File: config.mk
export PLATFORM = sky130hd
export DESIGN_NAME = result_drain_ctrl
export DESIGN_NICKNAME = d
export VERILOG_FILES = /design/src/rtl/result_drain_ctrl.sv
export SDC_FILE = /design/constraint.sdc
export NUM_CORES = 1
export LEC_CHECK = 0
export ABC_AREA = 1
export CAP_MARGIN = 20
export CORE_AREA = 3 3 77 79
export DETAILED_ROUTE_END_ITERATION = 16
export DIE_AREA = 0 0 80 82
export GPL_TIMING_DRIVEN = 0
export PLACE_DENSITY = 0.59
export RECOVER_POWER = 100
export SLEW_MARGIN = 20
export SYNTH_ARGS = -nofsm -noshare
export SYNTH_HDL_FRONTEND = slang
export SYNTH_SLANG_ARGS = --single-unit
export TNS_END_PERCENT = 10
File: constraint.sdc
create_clock -name clock -period 2 [get_ports clock]
set_input_delay 0.3 -clock clock [delete_from_list [all_inputs] [get_ports clock]]
set_output_delay 0.3 -clock clock [all_outputs]
set_load 0.05 [all_outputs]
File: src/rtl/result_drain_ctrl.sv
// Purpose: drains DEPTH words from result RAM B (addresses 0..DEPTH-1) onto a valid/ready stream, then pulses Done.
// Latency: first OutValid 2 cycles after Start is sampled, then one word per cycle; Done the cycle after the last transfer.
// Backpressure: reads stall while buffered + in-flight words would exceed 2; OutData holds while OutReady=0, nothing is dropped.
module result_drain_ctrl #(
    parameter int ADDR_W = 2,
    parameter int DATA_W = 8,
    parameter int DEPTH  = 4
) (
    input  logic              clock,
    input  logic              Reset,
    input  logic              Start,
    output logic              REB,
    output logic [ADDR_W-1:0] AddrB,
    input  logic [DATA_W-1:0] DataB,
    output logic [DATA_W-1:0] OutData,
    output logic              OutValid,
    input  logic              OutReady,
    output logic              Busy,
    output logic              Done
);

    localparam int               CNT_W = ADDR_W + 1;
    localparam logic [CNT_W-1:0] LAST  = CNT_W'(DEPTH - 1);

    typedef enum logic [1:0] {
        IDLE  = 2'd0,
        READ  = 2'd1,
        FLUSH = 2'd2,
        DONE  = 2'd3
    } state_t;

    state_t state, state_nxt;

    logic             issue;      // a RAM B read is launched this cycle
    logic             xfer;       // a word is accepted downstream this cycle
    logic             inflight;   // read launched last cycle, DataB valid now
    logic [CNT_W-1:0] issue_cnt;
    logic [CNT_W-1:0] xfer_cnt;
    logic [1:0]       occ;        // words held in the buffer plus the in-flight read

    // Two-entry output buffer; its head drives the stream.
    logic [DATA_W-1:0] skid_mem [2];
    logic              skid_wr;
    logic              skid_rd;
    logic [1:0]        skid_cnt;

    assign xfer     = OutValid & OutReady;
    assign OutValid = (skid_cnt != 2'd0);
    assign OutData  = skid_mem[skid_rd];
    assign occ      = skid_cnt + {1'b0, inflight};
    assign REB      = issue;
    assign Busy     = (state != IDLE);
    assign Done     = (state == DONE);

    // State register.
    always_ff @(posedge clock or negedge Reset) begin
        if (!Reset) begin
            state <= IDLE;
        end else begin
            state <= state_nxt;
        end
    end

    // Next state and read issue. A full pipeline (occ=2) may still issue when a
    // word leaves this cycle, which keeps one word per cycle under OutReady=1.
    always_comb begin
        state_nxt = state;
        issue     = 1'b0;
        case (state)
            IDLE: begin
                if (Start) begin
                    state_nxt = READ;
                end
            end
            READ: begin
                issue = (occ < 2'd2) || xfer;
                if (issue && (issue_cnt == LAST)) begin
                    state_nxt = FLUSH;
                end
            end
            FLUSH: begin
                if (xfer && (xfer_cnt == LAST)) begin
                    state_nxt = DONE;
                end
            end
            DONE: begin
                state_nxt = IDLE;
            end
            default: begin
                state_nxt = IDLE;
            end
        endcase
    end

    // Address, counters and in-flight tracking; a new drain restarts from address 0.
    always_ff @(posedge clock or negedge Reset) begin
        if (!Reset) begin
            AddrB     <= '0;
            issue_cnt <= '0;
            xfer_cnt  <= '0;
            inflight  <= 1'b0;
        end else begin
            inflight <= issue;
            if ((state == IDLE) && Start) begin
                AddrB     <= '0;
                issue_cnt <= '0;
                xfer_cnt  <= '0;
            end else begin
                if (issue) begin
                    AddrB     <= AddrB + ADDR_W'(1);
                    issue_cnt <= issue_cnt + CNT_W'(1);
                end
                if (xfer) begin
                    xfer_cnt <= xfer_cnt + CNT_W'(1);
                end
            end
        end
    end

    // Output buffer: returning read data is pushed, accepted words are popped, both may happen together.
    always_ff @(posedge clock or negedge Reset) begin
        if (!Reset) begin
            skid_mem[0] <= '0;
            skid_mem[1] <= '0;
            skid_wr     <= 1'b0;
            skid_rd     <= 1'b0;
            skid_cnt    <= 2'd0;
        end else begin
            if (inflight) begin
                skid_mem[skid_wr] <= DataB;
                skid_wr           <= ~skid_wr;
            end
            if (xfer) begin
                skid_rd <= ~skid_rd;
            end
            skid_cnt <= skid_cnt + {1'b0, inflight} - {1'b0, xfer};
        end
    end

endmodule

==> impl_metrics.tcl <==
set metrics [dict create \
    post-place-ws_ns -0.344 \
    syn_avg_cell_area_um2 8.72 \
    synth_top_cell_by_area "dfrtp_1" \
    startpoint_type "register" \
    whs_ns 0.432 \
    wl_um 2940 \
    slew_headroom_pct -9.30 \
    drt_iter0_drc 29 \
    crit_path_max_fanout 9 \
    path_class "register to primary output" \
    drc 0 \
    die_area_um2 6560 \
    ys_seq_area_share_pct 49.4 \
    synth_most_common_cell "nand2_1" \
    final-max-slew-violation-count 32 \
    max_freq_ghz 0.518 \
    ys_warn_count 0 \
    hold_buffers 0 \
    clk_latency_ns 0.28 \
    tritoncts "built" \
    violations "max-capacitance violations, max-slew violations" \
    synth_top_area_share_pct 49.4 \
    cts_buffer_depth 2 \
    coreArea_um2 5410 \
    synth.distinct_cells 22 \
    synth_area_leaders "dfrtp_1, nand2_1, ha_1" \
    max_stage_delay_ns 0.52 \
    synth_ff_type "dfrtp_1" \
    grt_use_total_pct 10.1 \
    place_congestion 0.760 \
    setup_violations 0 \
    synth_compound_area_share_pct 9.56 \
    outcome "finished, violations left" \
    hpwlAfterDp_um 2100 \
    hold_class "primary input to async pin" \
    yosys-top-cells-count "nand2_1, dfrtp_1, inv_1, ha_1, o21ai_0" \
    fin_nets 234 \
    antennaDiodeCount 0 \
    die_w_um 80 \
    cts_num_sinks 31 \
    maxCapViolCount 1 \
    finalCritPeriodShare_pct 96.5 \
    synth_nets 202 \
    h-tree-depth 2 \
    path_depth 5 \
    grt_first_pass_wirelength_um 5040 \
    async_reset_ff_share_pct 100 \
    synth_top_family_by_area "simple AND/OR/NAND/NOR gates" \
    cts-root-buf "clkbuf_8" \
    syn2layout_area_growth_pct 22.4 \
    via_per_inst 4.15 \
    synth_seq_cells 31 \
    worstPathBufferInverterCount 3 \
    max_slew.worst_pin.slew_ns 1.64 \
    firstDrtPassIters 4 \
    min_period_ns 1.93 \
    reg2reg_depth 5 \
    ant_nets 0 \
    synth_edf_count 0 \
    arrival_ns 1.63 \
    yosys.area_share.simple_pct 23.3 \
    endpoint_kind "primary output" \
    netlist_instances 180 \
    crit_path_cell_trace "buf_2, clkinv_2, nand2_1, nand2_1, dlygate4sd2_1" \
    synth_fa_ha_area_share_pct 7.97 \
    synth_area_um2 1570 \
    cp_common_cell "nand2_1" \
    slowest_stage "dlygate4sd2_1" \
    io_buffers 25 \
    hold_viol_final 0 \
    pin_count 26 \
    worstPathRequired_ns 1.70 \
    synth_xor_area_share_pct 1.67 \
    muxShareOfSynthArea_pct 0 \
    numCtsBuffers 5 \
    vias 1184 \
    antenna_found_initial 0 \
    grt-ovfl-total 0 \
    crit_family "buffers and inverters" \
    wire_per_inst_um 10.3 \
    start_util_pct 29.1 \
    clk_pin_slew_ns 0.07 \
    layout_setup_ws_ns 0.0706 \
    placementRows 27 \
    drive_above_1_share_pct 10.3 \
    rsz0062_at_grt "yes" \
    die_h_um 82 \
    first_global_vias 1127 \
    clock_skew_ns 0.00605 \
    grt_max_degree 32 \
]
-- cells by family after synthesis --
| logic type | Yosys count |
|---|---|
| and+or+nand+nor | 86 |
| DFF | 31 |
| buffers and inverters | 29 |
| AOI/OAI and AO/OA | 21 |
| adders and majority gates | 10 |
| xor gates and xnor gates | 3 |
-- sequential cells by signal (all words and copies together) (netlist names) --
register / cells
xfer_cnt: 3
AddrB: 2
issue_cnt: 3
skid_mem: 16
inflight: 1
state: 2
skid_cnt: 2
skid_rd: 1
skid_wr: 1
-- metal layers --
metal  vias to the layer above  track usage (%)  part of all wire [%]
met5                         -                0                     0
met4                         0             6.08                   2.7
met3                         7             2.74                   3.6
met2                        23             14.6                    42
met1                       538             13.3                    51
li1                        616                -                     -
-- final cells by class --
class | instances | area, um^2
buffer | 4 | 16.3
clock buffer | 6 | 82.6
clock inverter | 2 | 35.0
fill | 589 | 3480
inverter | 25 | 96.3
multi-input combinational | 120 | 617
sequential | 31 | 776
tap | 72 | 90.1
timing repair buffer | 25 | 209
-- through the flow --
stage	setup TNS, ns	instances	cell area (um^2)	utilization (%)
after floorplan	0	180	1570	-
after CTS	-0.0166	285	2010	37.3
after detailed placement	-0.482	277	1910	35.3
final	0	285	1920	35.6
after global placement	-0.613	277	1910	35.3
after global routing	-0.0675	285	1920	35.6
-- final timing paths --
path / startpoint / end / slack, ns
min in group clock: skid_mem[11]$_DFFE_PN0P_ / skid_mem[11]$_DFFE_PN0P_ / 0.48
setup / recovery: skid_rd$_DFFE_PN0P_ / OutData[2] / 0.07
setup reg to reg: inflight$_DFF_PN0_ / skid_mem[10]$_DFFE_PN0P_ / 0.36
hold / removal: Reset / issue_cnt[2]$_DFFE_PN0P_ / 0.43
max in group asynchronous: Reset / AddrB[0]$_DFFE_PN0P_ / 0.62
hold reg to reg: skid_mem[11]$_DFFE_PN0P_ / skid_mem[11]$_DFFE_PN0P_ / 0.48
-- cells in the final DEF (no fill, tap or decap) --
| master | count |
|---|---|
| nand2_1 | 68 |
| dfrtp_1 | 31 |
| inv_1 | 21 |
| o21ai_0 | 17 |
| ha_1 | 10 |
| clkdlybuf4s50_1 | 10 |
| nand3_1 | 8 |
| clkbuf_1 | 6 |
| clkbuf_8 | 6 |
| dlygate4sd2_1 | 6 |
| nor2_1 | 5 |
| xor2_1 | 3 |
| nand2_2 | 3 |
| buf_2 | 2 |
| clkinv_2 | 2 |
| inv_2 | 2 |
| dlygate4sd3_1 | 2 |
| clkbuf_2 | 2 |
| o21ai_4 | 1 |
| a21oi_1 | 1 |
| clkinvlp_2 | 1 |
| o21ai_1 | 1 |
| or2_1 | 1 |
| or2_2 | 1 |
| o21ai_2 | 1 |
| bufinv_16 | 1 |
| clkdlybuf4s15_1 | 1 |
-- worst register-to-register path, cell delays in order, from the launching register on --
cell and delay (ns):
dfrtp_1 0.40, inv_1 0.07, or2_1 0.09, clkbuf_1 0.36
clkbuf_1 0.43, o21ai_0 0.16
-- what timing repair did --
| action | 4_1_cts | 5_1_grt |
|---|---|---|
| pin swaps | 0 | 0 |
| setup buffers | 0 | 0 |
| gates resized for setup | 13 | 9 |
| endpoints found under the setup margin | 10 | 9 |
Power is left out: the tool's default activity adds up to more than one toggle a clock period on the data nets, which glitch-free logic cannot reach.
